File: src/rtl/router_arb_pkg.sv
// Shared types and helpers for the queue output arbiter.
// rr_pick is written for up to MAX_IN requesters; callers zero-extend their
// request vector and pass the real requester count in n.
package router_arb_pkg;

    typedef enum logic {
        IDLE = 1'b0,
        LOCK = 1'b1
    } arb_state_t;

    localparam int unsigned MAX_IN    = 16;
    localparam int unsigned MAX_IDX_W = 4;

    typedef struct packed {
        logic                 found;
        logic [MAX_IDX_W-1:0] idx;
    } rr_pick_t;

    // First set bit of req at or after ptr, searching upward and wrapping at n.
    function automatic rr_pick_t rr_pick(input logic [MAX_IN-1:0] req,
                                         input int unsigned       ptr,
                                         input int unsigned       n);
        rr_pick_t    res;
        int unsigned j;
        res = '0;
        for (int unsigned k = 0; k < MAX_IN; k++) begin
            if (k < n && !res.found) begin
                j = ptr + k;
                if (j >= n) j = j - n;
                if (req[j[MAX_IDX_W-1:0]]) begin
                    res.found = 1'b1;
                    res.idx   = j[MAX_IDX_W-1:0];
                end
            end
        end
        return res;
    endfunction

endpackage

File: src/rtl/queue_output_arbiter_if.sv
// Bundle of the per-queue AXI-Stream inputs, queue status flags and the
// shared output link. master = arbiter side, slave = queues/link side.
interface queue_output_arbiter_if #(
    parameter  int unsigned NUM_IN     = 4,
    parameter  int unsigned DATA_WIDTH = 32,
    localparam int unsigned IDX_W      = $clog2(NUM_IN)
) ();

    logic [NUM_IN-1:0]            in_tvalid;
    logic [NUM_IN-1:0]            in_tready;
    logic [NUM_IN*DATA_WIDTH-1:0] in_tdata;
    logic [NUM_IN-1:0]            in_tlast;
    logic [NUM_IN-1:0]            q_empty;
    logic [NUM_IN-1:0]            q_half_full;
    logic                         out_tvalid;
    logic                         out_tready;
    logic [DATA_WIDTH-1:0]        out_tdata;
    logic                         out_tlast;
    logic [IDX_W-1:0]             grant_idx;
    logic                         busy;

    modport master (
        input  in_tvalid, in_tdata, in_tlast, q_empty, q_half_full, out_tready,
        output in_tready, out_tvalid, out_tdata, out_tlast, grant_idx, busy
    );

    modport slave (
        output in_tvalid, in_tdata, in_tlast, q_empty, q_half_full, out_tready,
        input  in_tready, out_tvalid, out_tdata, out_tlast, grant_idx, busy
    );

endinterface

File: src/rtl/queue_output_arbiter_rr_priority_picker.sv
// Combinational round-robin picker: rotate the request vector by ptr and
// priority-encode the first set request.
module rr_priority_picker
    import router_arb_pkg::*;
#(
    parameter  int unsigned NUM_IN = 4,
    localparam int unsigned IDX_W  = $clog2(NUM_IN)
) (
    input  logic [NUM_IN-1:0] req,
    input  logic [IDX_W-1:0]  ptr,
    output logic              found,
    output logic [IDX_W-1:0]  idx
);

    logic [MAX_IN-1:0] req_ext;
    rr_pick_t          pick;
    logic              unused_pick_hi;

    // Widen to the helper's fixed width and pick the next requester.
    always_comb begin
        req_ext               = '0;
        req_ext[NUM_IN-1:0]   = req;
        pick                  = rr_pick(req_ext, 32'(ptr), NUM_IN);
        found                 = pick.found;
        idx                   = pick.idx[IDX_W-1:0];
        unused_pick_hi        = ^pick.idx[MAX_IDX_W-1:IDX_W];
    end

endmodule

File: src/rtl/queue_output_arbiter.sv
// Packet-level round-robin arbiter sharing one AXI-Stream output between
// NUM_IN queues. A grant is held from the first beat through TLAST.
// Optional build macro ARB_HALF_FULL_PRIO_EN: queues reporting half_full
// win IDLE arbitration ahead of the others.
module queue_output_arbiter
    import router_arb_pkg::*;
#(
    parameter  int unsigned NUM_IN     = 4,
    parameter  int unsigned DATA_WIDTH = 32,
    localparam int unsigned IDX_W      = $clog2(NUM_IN)
) (
    input logic                   clk,
    input logic                   rst,
    queue_output_arbiter_if.master bus
);

    arb_state_t        state;
    logic [IDX_W-1:0]  rr_ptr;
    logic [NUM_IN-1:0] req;
    logic              pick_found;
    logic [IDX_W-1:0]  pick_idx;
    logic              last_beat;

    // A queue requests when it presents data and is not empty.
    always_comb req = bus.in_tvalid & ~bus.q_empty;

`ifdef ARB_HALF_FULL_PRIO_EN
    logic [NUM_IN-1:0] hi_req;
    logic              hi_found;
    logic [IDX_W-1:0]  hi_idx;
    logic              lo_found;
    logic [IDX_W-1:0]  lo_idx;

    // Half-full requesters form the high-priority set.
    always_comb hi_req = req & bus.q_half_full;

    rr_priority_picker #(.NUM_IN(NUM_IN)) u_pick_hi (
        .req   (hi_req),
        .ptr   (rr_ptr),
        .found (hi_found),
        .idx   (hi_idx)
    );

    rr_priority_picker #(.NUM_IN(NUM_IN)) u_pick_lo (
        .req   (req),
        .ptr   (rr_ptr),
        .found (lo_found),
        .idx   (lo_idx)
    );

    // Fall back to the plain search only when no half-full queue requests.
    always_comb begin
        pick_found = hi_found | lo_found;
        pick_idx   = hi_found ? hi_idx : lo_idx;
    end
`else
    logic unused_half_full;

    // Half-full status does not influence arbitration in this build.
    always_comb unused_half_full = ^bus.q_half_full;

    rr_priority_picker #(.NUM_IN(NUM_IN)) u_pick (
        .req   (req),
        .ptr   (rr_ptr),
        .found (pick_found),
        .idx   (pick_idx)
    );
`endif

    // Pass the granted queue straight through while a packet is locked.
    always_comb begin
        bus.out_tvalid = 1'b0;
        bus.out_tdata  = '0;
        bus.out_tlast  = 1'b0;
        bus.in_tready  = '0;
        if (state == LOCK) begin
            bus.out_tvalid               = bus.in_tvalid[bus.grant_idx];
            bus.out_tdata                = bus.in_tdata[bus.grant_idx*DATA_WIDTH +: DATA_WIDTH];
            bus.out_tlast                = bus.in_tlast[bus.grant_idx];
            bus.in_tready[bus.grant_idx] = bus.out_tready;
        end
    end

    always_comb last_beat = bus.out_tvalid & bus.out_tready & bus.out_tlast;

    // Arbitration FSM: grant in IDLE, release after the TLAST beat.
    always_ff @(posedge clk) begin
        if (rst) begin
            state         <= IDLE;
            rr_ptr        <= '0;
            bus.grant_idx <= '0;
            bus.busy      <= 1'b0;
        end else begin
            case (state)
                IDLE: begin
                    if (pick_found) begin
                        state         <= LOCK;
                        bus.grant_idx <= pick_idx;
                        bus.busy      <= 1'b1;
                    end
                end
                LOCK: begin
                    if (last_beat) begin
                        state    <= IDLE;
                        bus.busy <= 1'b0;
                        rr_ptr   <= (bus.grant_idx == IDX_W'(NUM_IN - 1)) ? '0
                                                                          : bus.grant_idx + 1'b1;
                    end
                end
                default: begin
                    state    <= IDLE;
                    bus.busy <= 1'b0;
                end
            endcase
        end
    end

endmodule

File: src/flat_wrapper.sv
// flat-port wrapper written by rule: the top's interface ports become plain ports
module queue_output_arbiter_flat import router_arb_pkg::*;
#(
    parameter  int unsigned NUM_IN     = 4,
    parameter  int unsigned DATA_WIDTH = 32,
    localparam int unsigned IDX_W      = $clog2(NUM_IN)
)
  (clk, rst, bus_in_tvalid, bus_in_tdata, bus_in_tlast, bus_q_empty, bus_q_half_full, bus_out_tready, bus_in_tready, bus_out_tvalid, bus_out_tdata, bus_out_tlast, bus_grant_idx, bus_busy);
  queue_output_arbiter_if #(.NUM_IN(NUM_IN), .DATA_WIDTH(DATA_WIDTH)) bus_i ();
  input logic clk;
  input logic rst;
  input wire logic [$bits(bus_i.in_tvalid)-1:0] bus_in_tvalid;
  input wire logic [$bits(bus_i.in_tdata)-1:0] bus_in_tdata;
  input wire logic [$bits(bus_i.in_tlast)-1:0] bus_in_tlast;
  input wire logic [$bits(bus_i.q_empty)-1:0] bus_q_empty;
  input wire logic [$bits(bus_i.q_half_full)-1:0] bus_q_half_full;
  input wire logic [$bits(bus_i.out_tready)-1:0] bus_out_tready;
  output wire logic [$bits(bus_i.in_tready)-1:0] bus_in_tready;
  output wire logic [$bits(bus_i.out_tvalid)-1:0] bus_out_tvalid;
  output wire logic [$bits(bus_i.out_tdata)-1:0] bus_out_tdata;
  output wire logic [$bits(bus_i.out_tlast)-1:0] bus_out_tlast;
  output wire logic [$bits(bus_i.grant_idx)-1:0] bus_grant_idx;
  output wire logic [$bits(bus_i.busy)-1:0] bus_busy;
  assign bus_i.in_tvalid = bus_in_tvalid;
  assign bus_i.in_tdata = bus_in_tdata;
  assign bus_i.in_tlast = bus_in_tlast;
  assign bus_i.q_empty = bus_q_empty;
  assign bus_i.q_half_full = bus_q_half_full;
  assign bus_i.out_tready = bus_out_tready;
  assign bus_in_tready = bus_i.in_tready;
  assign bus_out_tvalid = bus_i.out_tvalid;
  assign bus_out_tdata = bus_i.out_tdata;
  assign bus_out_tlast = bus_i.out_tlast;
  assign bus_grant_idx = bus_i.grant_idx;
  assign bus_busy = bus_i.busy;
  queue_output_arbiter #(.NUM_IN(NUM_IN), .DATA_WIDTH(DATA_WIDTH)) u_core (.clk(clk), .rst(rst), .bus(bus_i));
endmodule
File: config.mk
export PLATFORM = sky130hd
export DESIGN_NAME = queue_output_arbiter_flat
export DESIGN_NICKNAME = d
export VERILOG_FILES = /design/src/rtl/router_arb_pkg.sv /design/src/rtl/queue_output_arbiter_if.sv /design/src/rtl/queue_output_arbiter_rr_priority_picker.sv /design/src/rtl/queue_output_arbiter.sv /design/src/flat_wrapper.sv
export SDC_FILE = /design/constraint.sdc
export NUM_CORES = 1
export LEC_CHECK = 0
export BUFFER_PORTS_ARGS = -buffer_cell sky130_fd_sc_hd__buf_2
export CORE_AREA = 2 2 73 75
export DETAILED_ROUTE_END_ITERATION = 10
export DIE_AREA = 0 0 75 77
export PLACE_DENSITY = 0.93
export SLEW_MARGIN = 20
export SYNTH_ARGS = -nofsm -noshare
export SYNTH_HDL_FRONTEND = slang
export SYNTH_SLANG_ARGS = --single-unit
File: constraint.sdc
create_clock -name clk -period 2.3 [get_ports clk]
set_input_delay 0.23 -clock clk [delete_from_list [all_inputs] [get_ports clk]]
set_output_delay 0.23 -clock clk [all_outputs]
set_load 0.02 [all_outputs]
After elaboration in Yosys (flattened, before gate mapping)
Cells that the tools add are included.

Output and inout bits: 41. Bits in registers: 6. Logic and storage cells: 75.

Mux-type cells: 39. Bitwise gates (word level): 6. Reductions and logical operators: 4. Equal/unequal tests: 3. Magnitude comparators: 10. Add/sub/neg operators: 8. Shifts and indexed selects: 1.

Operator list (number): $shiftx A128 B8 Y32 (1); $mux W5 (7); $mux W32 (1); $mux W4 (8); $lt A4 B5 Y1 const B (4); $bmux W1 S4 (4); $mux W1 (13); $sub A3 B3 Y4 const B (3); $ge A3 B3 Y1 const B (3); $and A4 B4 Y4 (2); $add A2 B2 Y3 const B (2); $reduce_and A2 Y1 (3); $bmux W1 S2 (2); $ne A2 B2 Y1 const B (2); $not A4 Y4 (1); $pmux W1 S2 (2); $sub A2 B3 Y4 const B (1); $add A2 B1 Y3 const B (1); $ge A2 B3 Y1 const B (1); $lt A2 B3 Y1 const B (1); $add A2 B1 Y2 const B (1); $and A1 B1 Y1 (2); $demux W1 S2 (1); $eq A2 B2 Y1 const B (1); 4 further kinds (4).

Depth between registers and ports, before layout
Gate-level depths: netlist of run 1.

Depth after elaboration: 22. Mapped depth: 9. Depth with buffers taken out: 8.

Cells and area by module
A second synthesis of run 1 with hierarchy kept.

Cells, all modules: 155. Area total of the unflattened synthesis: 1716.6 um^2.

Modules (own cells, without submodules): queue_output_arbiter (cells each 125, area an instance 1418.9 um^2, sequential area each 120.1 um^2, instances 1); rr_priority_picker (cells each 30, area an instance 297.8 um^2, sequential area each 0.0 um^2, instances 1).

Least setup slack after synthesis of run 1
Ideal clock, no wire load.

Kind: flip-flop to output port. Start point: reg u_core.bus.grant_idx[0]. End point: out bus_out_tdata[10]. Data arrival time: 1738 ps. Stages on the path, launching flop included: 5. Path buffers: 2. Path slack: 332 ps. Path through: dfxtp_1 -> buf_6 -> buf_2 -> mux4_2 -> and2_1.

Word-level cells in the longest chain between the ends: 2.

RTL lines: start: declaration (line queue_output_arbiter_if.sv:24) `output in_tready, out_tvalid, out_tdata, out_tlast, grant_idx, busy`; start signal: assignment (line queue_output_arbiter.sv:98) `bus.grant_idx <= pick_idx;`; $shiftx A128 B8 Y32 (line queue_output_arbiter.sv:78) `bus.out_tdata = bus.in_tdata[bus.grant_idx*DATA_WIDTH +: DATA_WIDTH];`; $mux W32 (line queue_output_arbiter.sv:76) `if (state == LOCK) begin`; end: declaration (line flat_wrapper.sv:20) `output wire logic [$bits(bus_i.out_tdata)-1:0] bus_out_tdata;`.

Every way passes these cells.

Worst setup path in the final report of run 1
Start point: reg u_core.bus.grant_idx[0]. End point: out bus_out_tvalid.

Word-level cells in the longest chain between the ends: 3.

RTL lines: $bmux W1 S2 (line queue_output_arbiter.sv:77) `bus.out_tvalid = bus.in_tvalid[bus.grant_idx];`; $mux W1 (not written as such) (line queue_output_arbiter.sv:77); $mux W1 (line queue_output_arbiter.sv:76); end: declaration (line flat_wrapper.sv:19) `output wire logic [$bits(bus_i.out_tvalid)-1:0] bus_out_tvalid;`.

Every way passes these cells. The select of a mux whose other input is x is not followed.

==> summary.md, run 1 <==
| Metric | Value |
|---|---|
| Worst-Skew Late Latency | 0.23 ns |
| Reg area | 123 µm² |
| Synth Net Count | 307 |
| First-pass GRT wire length | 8.98 mm |
| Hold violation count in the final report | 0 |
| Post-route clock period utilization | 0.857 |
| Endpoint arrival time on the critical path | 1.74 ns |
| Routed Antenna Nets | 0 |
| Fmax | 507 MHz |
| PortBufs | 183 |
| Post-CTS Setup Bufs | 0 |
| Fraction of layout cells with a size suffix above 1 | 0.723 |
| Fin. max-slew vios | 0 |
| DIE AREA | 0.00578 mm² |
| Worst VDD drop | 0.130 mV |
| Worst-path cell chain | buf_4 -> mux4_2 -> and2_1 -> buf_2 |
| Nets | 487 |
| Mean post-synth cell area | 11.1 µm² |
| Router iterations before antenna repair | 4 |
| Startpoint types | flop |
| Wire per inst | 15.4 µm |
| Drt drc | 0 |
| Num rows | 26 |
| Sink Count | 6 |
| Clock skew | 0.00292 ns |
| Fin crit period | 1.97 ns |
| CTS tree | yes |
| HP Class | in -> reg |
| RSZ-0062 raised after global routing | false |
| Clk pin slew, worst setup/hold paths | 0.04 ns |
| Outcome | finished, final reports clean |
| Initial core utilization | 0.342 |
| LEAKAGE | 1.39 nW |
| Root Buffer | clkbuf_8 |
| GRT Residual Overflow | 0 |
| First DRT Iteration DRCs | 44 |
| Commonest non-fill, non-tap cell in the layout | buf_2 |
| Setup TNS | 0 ns |
| Core Region | 0.00498 mm² |
| Multi-input gate area | 0.00147 mm² |
| Setup violators final | 0 |
| Dpl cells | 399 |
| Yosys warning count | 0 |
| CP endpoint kind | output pin |
| CP Max Fanout | 15 |
| Largest net degree at the start of global routing | 30 |
| Maxcap violations | 0 |
| Most frequent cells in the layout | 183 x buf_2, 36 x mux4_2, 35 x and2_1 |
| Slowest stage cell on the critical path | mux4_2 |
| H-tree Lvls | 1 |
| GPL Wtd Cong | 0.903 |
| Synth unique cells | 36 |
| Worst path max stage delay | 0.56 ns |
| Slew headroom | 0.689 |
| Total CTS buffers | 3 |
| Vias in the first global route | 2077 |
| Largest delay share family, worst path | multiplexers |
| CP Class | reg -> out |
| CTS max path bufs | 2 |
| Post-CTS Hold Buffers | 0 |
| Non-Filler Instances | 402 |
| Vias per cell | 5.11 |
| GRT Overall Usage | 0.197 |
| Ports | 188 |
| Post-DP HPWL | 5.28 mm |
| Resized Gates After CTS | 0 |
| Bufs and invs on worst path | 2 |
| ANT cells | 0 |
| Critical path required time | 2.07 ns |
| Fill cells | 469 |
| Overall power | 1.04 mW |
| Routed WL | 6.19 mm |
| Synth Instances | 154 |
| Power per Cell Area | 381 mW/mm² |
| Post-Syn Area | 0.00170 mm² |
| EDFF count, synth | 0 |
| Area Growth Syn to Fin | 61.0% |
| Yosys reg bits | 6 |
| Top_reg_cell synth | dfxtp_1 |
| Total number of vias | 2056 |
| Worst-Margin Slew | 0.466 ns |
| Initial antenna violation count | 0 |
| Die Height | 77 µm |
| Ys async rst share | 0 |
| Sequential fraction of the synthesis area | 0.0705 |
| Die W | 75 µm |
[layout make-up]
| cell class | instances | share of cell area |
|---|---|---|
| Multi-Input combinational cell | 128 | 0.535 |
| Inverter | 6 | 0.00913 |
| Timing Repair Buffer | 189 | 0.364 |
| Sequential cell | 6 | 0.0447 |
| Tap cell | 70 | 0.0319 |
| Clock buffer | 3 | 0.0151 |
[synthesized netlist by cell type, types with 2 or more instances]
cell type,instances,share of area
nand3_1,2,0.0059
ha_1,6,0.044
nor3_2,2,0.012
buf_6,2,0.013
mux4_2,36,0.48
and2_1,35,0.13
and2b_4,3,0.018
buf_1,2,0.0044
clkbuf_1,5,0.011
nand2_1,5,0.011
mux2i_1,4,0.024
nand2b_1,3,0.011
o221ai_1,2,0.010
inv_1,5,0.011
a31oi_1,2,0.0073
buf_2,3,0.0088
and3_1,5,0.018
nor2_1,4,0.0088
o21ai_0,2,0.0059
dfxtp_1,6,0.071
a21oi_1,5,0.015
[metal layers]
metal	GRT usage	up-vias	wire (µm)
met5	0	-	0
met4	0.0696	0	106
met3	0.0486	15	623
met2	0.369	117	3280
met1	0.204	965	2180
li1	-	959	-
[registers in the layout, indices dropped and copies added (netlist names)]
register	count
u_core.rr_ptr	2
u_core.bus.busy	1
u_core.bus.grant_idx	2
u_core.state	1
[power breakdown]
group          internal (mW)  switching, mW
combinational          0.403          0.343
clock                  0.113         0.0471
sequential             0.116         0.0226
total                  0.632          0.412
[stage by stage]
stage               cell area [µm²]   util  hold slack [ns]  setup slack (ns)
floorplan                      1700      -            0.299             0.332
global placement               2700  0.542            0.444             0.472
detailed placement             2700  0.542            0.452             0.443
CTS                            2740  0.551            0.240             0.300
global route                   2740  0.551            0.246             0.233
finish                         2740  0.551            0.240             0.329
[kinds of logic after synthesis]
family / after synthesis / share of synthesized area
buf+inv: 20 / 0.0683
mux: 40 / 0.500
compound gates: 16 / 0.0683
fa+ha+maj: 6 / 0.0441
flops: 6 / 0.0705
simple gates: 65 / 0.244
xor+xnor: 1 / 0.00514
[worst reg2reg max path, stage by stage, from the launching register on]
cell and delay, ns:
dfxtp_1 0.36, inv_1 0.10, ha_1 0.45, mux4_2 0.35
a211oi_2 0.24, xnor2_1 0.13, mux2i_1 0.08, nor2_1 0.08
[worst paths after layout]
| check | startpoint | to | slack [ns] | cells after the start |
|---|---|---|---|---|
| worst min register to register | u_core.bus.busy | u_core.bus.busy | 0.46 | 2 |
| worst min-delay path | rst | u_core.rr_ptr[0] | 0.24 | 2 |
| worst max-delay path | u_core.bus.grant_idx[0] | bus_out_tvalid | 0.33 | 4 |
| worst max register to register | u_core.rr_ptr[1] | u_core.bus.grant_idx[0] | 0.43 | 7 |
Note: power is estimated with default switching activity, not from simulation.
==> run 2, diff against run 1 <==
GPL_TIMING_DRIVEN = 0   (was not set)
==> run 2 against run 1 <==
Fmax is 9.4% lower. Worst setup slack worse by 0.20 ns. Combinational power is 3.2% higher. Non-clock buffer count is 7 higher. Clock skew is 0.0021 ns lower. Die area stayed put. Worst hold slack better by 0.0018 ns. Utilization is 0.25 points higher. Register-to-register slack worse by 0.16 ns. Critical path type unchanged.
==> summary.md, run 2 (synthesis gave the netlist of run 1 again) <==
| Metric | Value |
|---|---|
| Outcome | finished, final reports clean |
| Num rows | 26 (unchanged) |
| Multi-input gate area | 0.00147 mm² (unchanged) |
| Hold violation count in the final report | 0 (unchanged) |
| Fraction of layout cells with a size suffix above 1 | 0.711 (-0.0120) |
| Wire per inst | 16.3 µm (+5.7%) |
| Nets | 494 (+1.4%) |
| H-tree Lvls | 1 (unchanged) |
| Total number of vias | 2089 (+1.6%) |
| Bufs and invs on worst path | 3 (+1) |
| Ports | 188 (unchanged) |
| Placed Area | 0.00271 mm² (+0.23%) |
| Critical path required time | 2.07 ns (about the same) |
| Router iterations before antenna repair | 4 (unchanged) |
| Post-route cell area | 0.00275 mm² (+0.46%) |
| Fmax | 460 MHz (-9.4%) |
| PortBufs | 183 (unchanged) |
| Initial antenna violation count | 0 (unchanged) |
| Largest net degree at the start of global routing | 19 (-37%) |
| Setup TNS | 0 ns (unchanged) |
| Pre-CTS WS | 0.214 ns (-0.229 ns) |
| Minimum hold slack | 0.242 ns (+0.00175 ns) |
| RSZ-0062 raised after global routing | false |
| Worst-path cell chain | buf_6 -> buf_4 -> mux4_2 -> and2_1 -> buf_2 |
| CTS max path bufs | 2 (unchanged) |
| Initial core utilization | 0.342 (unchanged) |
| First DRT Iteration DRCs | 50 (+14%) |
| Clock skew | 0.000771 ns (-0.00215 ns) |
| GRT Residual Overflow | 0 (unchanged) |
| Most frequent cells in the layout | 184 x buf_2, 36 x mux4_2, 35 x and2_1 |
| GRT Overall Usage | 0.227 (+0.0292) |
| CP Class | reg -> out |
| Overall power | 1.06 mW (+1.3%) |
| Die Height | 77 µm (unchanged) |
| Post-DP HPWL | 5.76 mm (+9.1%) |
| LEAKAGE | 1.40 nW (+0.98%) |
| Setup violators final | 0 (unchanged) |
| CP Max Fanout | 10 (-5) |
| Worst-Margin Slew | 0.379 ns (-0.0867 ns) |
| Power per Cell Area | 384 mW/mm² (+0.79%) |
| Area Growth Syn to Fin | 61.7% |
| Final Util | 0.553 (+0.00251) |
| Routed Antenna Nets | 0 (unchanged) |
| Total CTS buffers | 3 (unchanged) |
| Worst-Skew Late Latency | 0.22 ns (about the same) |
| Post-CTS Setup Bufs | 0 (unchanged) |
| Worst VDD drop | 0.169 mV (+30%) |
| CTS tree | yes |
| Endpoint arrival time on the critical path | 1.94 ns (+0.20 ns) |
| Fin. max-slew vios | 0 (unchanged) |
| Reg area | 120 µm² (-2.0%) |
| Vias in the first global route | 2223 (+7.0%) |
| Sink Count | 6 (unchanged) |
| Vias per cell | 5.11 (-0.13%) |
| Routed WL | 6.66 mm (+7.5%) |
| Drt drc | 0 (unchanged) |
| Post-route clock period utilization | 0.945 (+0.0887) |
| Clk pin slew, worst setup/hold paths | 0.04 ns (about the same) |
| Non-Filler Instances | 409 (+1.7%) |
| Root Buffer | clkbuf_8 |
| Slew headroom | 0.747 (+0.0583) |
| Largest regs | u_core.bus.grant_idx: 2 flops, u_core.rr_ptr: 2 flops |
| Largest delay share family, worst path | buffers and inverters |
| DIE AREA | 0.00578 mm² (unchanged) |
| Worst setup margin | 0.125 ns (-0.204 ns) |
| GPL Wtd Cong | 0.874 (-3.2%) |
| First-pass GRT wire length | 10.2 mm (+13%) |
| Post-CTS Hold Buffers | 0 (unchanged) |
| Startpoint types | flop |
| HP Class | in -> reg |
| CP endpoint kind | output pin |
| Core Region | 0.00498 mm² (unchanged) |
| Fill cells | 450 (-4.1%) |
| Slowest stage cell on the critical path | mux4_2 |
| Fin crit period | 2.17 ns (+0.204 ns) |
| Commonest non-fill, non-tap cell in the layout | buf_2 |
| Dpl cells | 407 (+2.0%) |
| Die W | 75 µm (unchanged) |
| Maxcap violations | 0 (unchanged) |
| ANT cells | 0 (unchanged) |
| Worst path max stage delay | 0.53 ns (-0.03 ns) |
## run 2: cell count changes in the layout (fill, tap and decap cells not counted), sizes merged
cell / before / now
clkbuf: 3 / 9
buf: 189 / 190
## run 2: final cells by class
type                    instances  share of cell area
plain buffers                  13              0.0354
clock buffers                   3              0.0150
inverters                       6             0.00909
multi-input cells             128               0.532
flip-flops and latches          6              0.0436
well taps                      70              0.0318
repair buffers                183               0.333
## run 2: timing repair
action                                  in CTS  in global routing
pin swaps                                    0                  0
gates resized for setup                      4                  1
endpoints found under the setup margin      11                 18
## run 2: metal layers
metal	GRT usage	vias to the layer above	routed length, µm
met3	0.0657	19	657
met1	0.236	969	2330
met2	0.413	129	3510
met5	0	-	0
met4	0.0839	0	160
li1	-	972	-
## run 2: worst reg2reg max path, cell delays in order (launching register included)
cell and delay [ns]:
dfxtp_1 0.40, buf_6 0.18, inv_4 0.06, ha_1 0.28, buf_4 0.16, and3_1 0.15
o221ai_1 0.20, o211ai_2 0.19, a32o_1 0.29
## run 2: path summary, 6_finish.rpt
check,startpoint,endpoint,slack (ns),cells after the start
max reg2reg,u_core.rr_ptr[0],u_core.bus.grant_idx[1],0.27,8
min reg2reg,u_core.bus.busy,u_core.bus.busy,0.46,2
max,u_core.bus.grant_idx[0],bus_out_tdata[16],0.13,5
min,rst,u_core.state,0.24,2
## run 2: power breakdown
group          internal, mW  total, mW  switching, mW
sequential            0.115      0.126         0.0114
clock                 0.113      0.161         0.0482
combinational         0.405      0.770          0.365
total                 0.633       1.06          0.424
==> run 3, diff against run 2 <==
REMOVE_ABC_BUFFERS = 1   (was not set)
SLEW_MARGIN = not set   (was 20)
==> run 3 against run 2 <==
Register-to-register slack got worse by 0.07 ns. Utilization fell by 1.4 points. Clock-buffer cell count did not move. Worst setup slack improved by 0.028 ns. Flip-flop and latch count did not move. Power fell by 3.4%. Via count fell by 1.5%. Non-clock buffer count fell by 12. First-iteration DRC count fell by 2.0%. Critical endpoint is now bus_out_tdata[4]. Largest power group unchanged. Highest routed layer is now met5.
==> summary.md, run 3 (synthesis gave the netlist of run 1 again) <==
| Metric | Value |
|---|---|
| Slew headroom | 0.407 (-0.340) |
| Largest regs | u_core.bus.grant_idx: 2 flops, u_core.rr_ptr: 2 flops |
| Post-CTS Setup Bufs | 0 (unchanged) |
| P_sw | 0.407 mW (-4.1%) |
| Wire per inst | 16.4 µm (+0.84%) |
| CP Max Fanout | 39 (+29) |
| Hold violation count in the final report | 0 (unchanged) |
| GRT Overall Usage | 0.223 (-0.00310) |
| Drt drc | 0 (unchanged) |
| Worst path max stage delay | 0.89 ns (+0.36 ns) |
| Outcome | finished, final reports clean |
| Largest net degree at the start of global routing | 42 (+23) |
| CTS tree | yes |
| Maxcap violations | 0 (unchanged) |
| Overall power | 1.02 mW (-3.4%) |
| Post-DP HPWL | 5.55 mm (-3.7%) |
| Total number of vias | 2057 (-1.5%) |
| Root Buffer | clkbuf_8 |
| Vias in the first global route | 2133 (-4.0%) |
| Fill cells | 451 (+0.22%) |
| Fin. max-slew vios | 0 (unchanged) |
| Core Region | 0.00498 mm² (unchanged) |
| Post-route cell area | 0.00268 mm² (-2.5%) |
| Worst VDD drop | 0.166 mV (-2.1%) |
| Combinational share of power | 0.668 (-0.060) |
| FF-to-FF Start | u_core.bus.grant_idx[1] |
| Critical path required time | 2.07 ns (about the same) |
| M1 WL | 2.38 mm (+2.1%) |
| FF-to-FF setup slack | 0.20 ns (-0.07 ns) |
| Startpoint types | flop |
| Area Growth Syn to Fin | 57.6% |
| Clk pwr share | 0.152 (about the same) |
| Flop pwr share | 0.180 (+0.060) |
| Nets | 482 (-2.4%) |
| Fraction of layout cells with a size suffix above 1 | 0.725 (+0.0139) |
| CP endpoint kind | output pin |
| Placed Area | 0.00264 mm² (-2.5%) |
| RSZ-0062 raised after global routing | false |
| R2R depth | 4 (-4) |
| LEAKAGE | 1.36 nW (-3.3%) |
| Fmax | 466 MHz (+1.3%) |
| Ports | 188 (unchanged) |
| Worst-Margin Slew | 0.890 ns (+0.510 ns) |
| Clock skew | 0.00129 ns (+0.000523 ns) |
| Power per Cell Area | 381 mW/mm² (-0.86%) |
| Non-Filler Instances | 397 (-2.9%) |
| Slowest stage cell on the critical path | dfxtp_2 |
| DR WL met2 | 3.53 mm (+0.74%) |
| Initial antenna violation count | 1 (+1) |
| Worst setup path endpoint | bus_out_tdata[4] |
| Max Used Layer | met5 |
| Post-route clock period utilization | 0.933 (-0.0120) |
| Net Sw Frac | 0.398 (-0.00302) |
| Initial core utilization | 0.342 (unchanged) |
| CTS max path bufs | 2 (unchanged) |
| Pre-CTS WS | 0.0954 ns (-0.119 ns) |
| Most frequent cells in the layout | 183 x buf_2, 36 x mux4_2, 35 x and2_1 |
| Clk pin slew, worst setup/hold paths | 0.04 ns (about the same) |
| CP Class | reg -> out |
| Reg-to-Reg End | u_core.rr_ptr[0] |
| Die Height | 77 µm (unchanged) |
| Internal power | 0.615 mW (-2.9%) |
| Router iterations before antenna repair | 4 (unchanged) |
| H-tree Lvls | 1 (unchanged) |
| ANT cells | 0 (unchanged) |
| First DRT Iteration DRCs | 49 (-2.0%) |
| GPL Wtd Cong | 0.892 (+2.1%) |
| Worst-Skew Late Latency | 0.22 ns (about the same) |
| Setup violators final | 0 (unchanged) |
| GRT Residual Overflow | 0 (unchanged) |
| Die W | 75 µm (unchanged) |
| HP Class | in -> reg |
| Routed Antenna Nets | 0 (unchanged) |
| Post-CTS Hold Buffers | 0 (unchanged) |
| Commonest non-fill, non-tap cell in the layout | buf_2 |
| Dpl cells | 394 (-3.2%) |
| Vias per cell | 5.18 (+1.4%) |
| Sink Count | 6 (unchanged) |
| Endpoint arrival time on the critical path | 1.92 ns (-0.02 ns) |
| Routed WL | 6.52 mm (-2.1%) |
| Met3 WL post-DR | 516 µm (-21%) |
| Fin crit period | 2.15 ns (-0.0277 ns) |
| Num rows | 26 (unchanged) |
| First-pass GRT wire length | 10.2 mm (+0.21%) |
| Total CTS buffers | 3 (unchanged) |
| PortBufs | 183 (unchanged) |
| Minimum hold slack | 0.244 ns (+0.00221 ns) |
| Resized Gates After CTS | 1 (-3) |
| Crit path from | u_core.bus.grant_idx[1] |
| Worst-path cell chain | mux4_2 -> and2_1 -> buf_2 |
| Worst setup margin | 0.153 ns (+0.0277 ns) |
| DIE AREA | 0.00578 mm² (unchanged) |
run 3: cell types whose count changed in the layout (fill, tap and decap cells not counted):
| cell | change |
|---|---|
| dfxtp_2 | +3 |
| dfxtp_4 | +1 |
| clkbuf_4 | -1 |
| buf_2 | -1 |
| clkbuf_2 | -1 |
| dfxtp_1 | -4 |
| buf_6 | -2 |
| buf_4 | -3 |
| clkbuf_1 | -4 |
run 3: final cells by class:
| type | count | area (µm²) | share of cell area |
|---|---|---|---|
| Multi-Input combinational cell | 128 | 1470 | 0.546 |
| Timing Repair Buffer | 184 | 936 | 0.349 |
| Sequential cell | 6 | 128 | 0.0476 |
| Tap cell | 70 | 87.6 | 0.0326 |
| Clock buffer | 3 | 41.3 | 0.0154 |
| Inverter | 6 | 25.0 | 0.00932 |
run 3: metal layers:
metal | vias up | global-route usage
met5 | - | 0
met4 | 2 | 0.0518
met3 | 10 | 0.0512
met2 | 104 | 0.418
met1 | 985 | 0.245
li1 | 956 | -
run 3: power by group through the flow:
stage	Combinational, mW	Clock (mW)	Sequential [mW]
after floorplan	0.407	0	0.197
after detailed placement	0.686	0	0.187
final	0.682	0.155	0.184
after global placement	0.636	0	0.215
after CTS	0.689	0.158	0.186
after global routing	0.735	0.168	0.195
run 3: through the flow:
| step | util | setup TNS, ns |
|---|---|---|
| floorplan | - | -22.37 |
| global placement | 0.525 | -36.99 |
| detailed placement | 0.530 | 0 |
| CTS | 0.539 | 0 |
| global route | 0.539 | 0 |
| finish | 0.539 | 0 |
run 3: how the worst min path moves through the flow:
stage | startpoint | to | cells past startpoint
floorplan | rst | u_core.bus.busy | 1
global placement | u_core.bus.busy | u_core.bus.busy | 2
detailed placement | u_core.bus.busy | u_core.bus.busy | 2
CTS | rst | u_core.bus.grant_idx[0] | 2
global route | rst | u_core.bus.busy | 2
finish | rst | u_core.state | 2
run 3: critical path, delay by kind of cell (launching register included):
kind | cells | cell delay [ns]
flip-flops | 1 | 0.89
multiplexers | 1 | 0.42
AND/OR/NAND/NOR | 1 | 0.19
buffers and inverters | 1 | 0.16
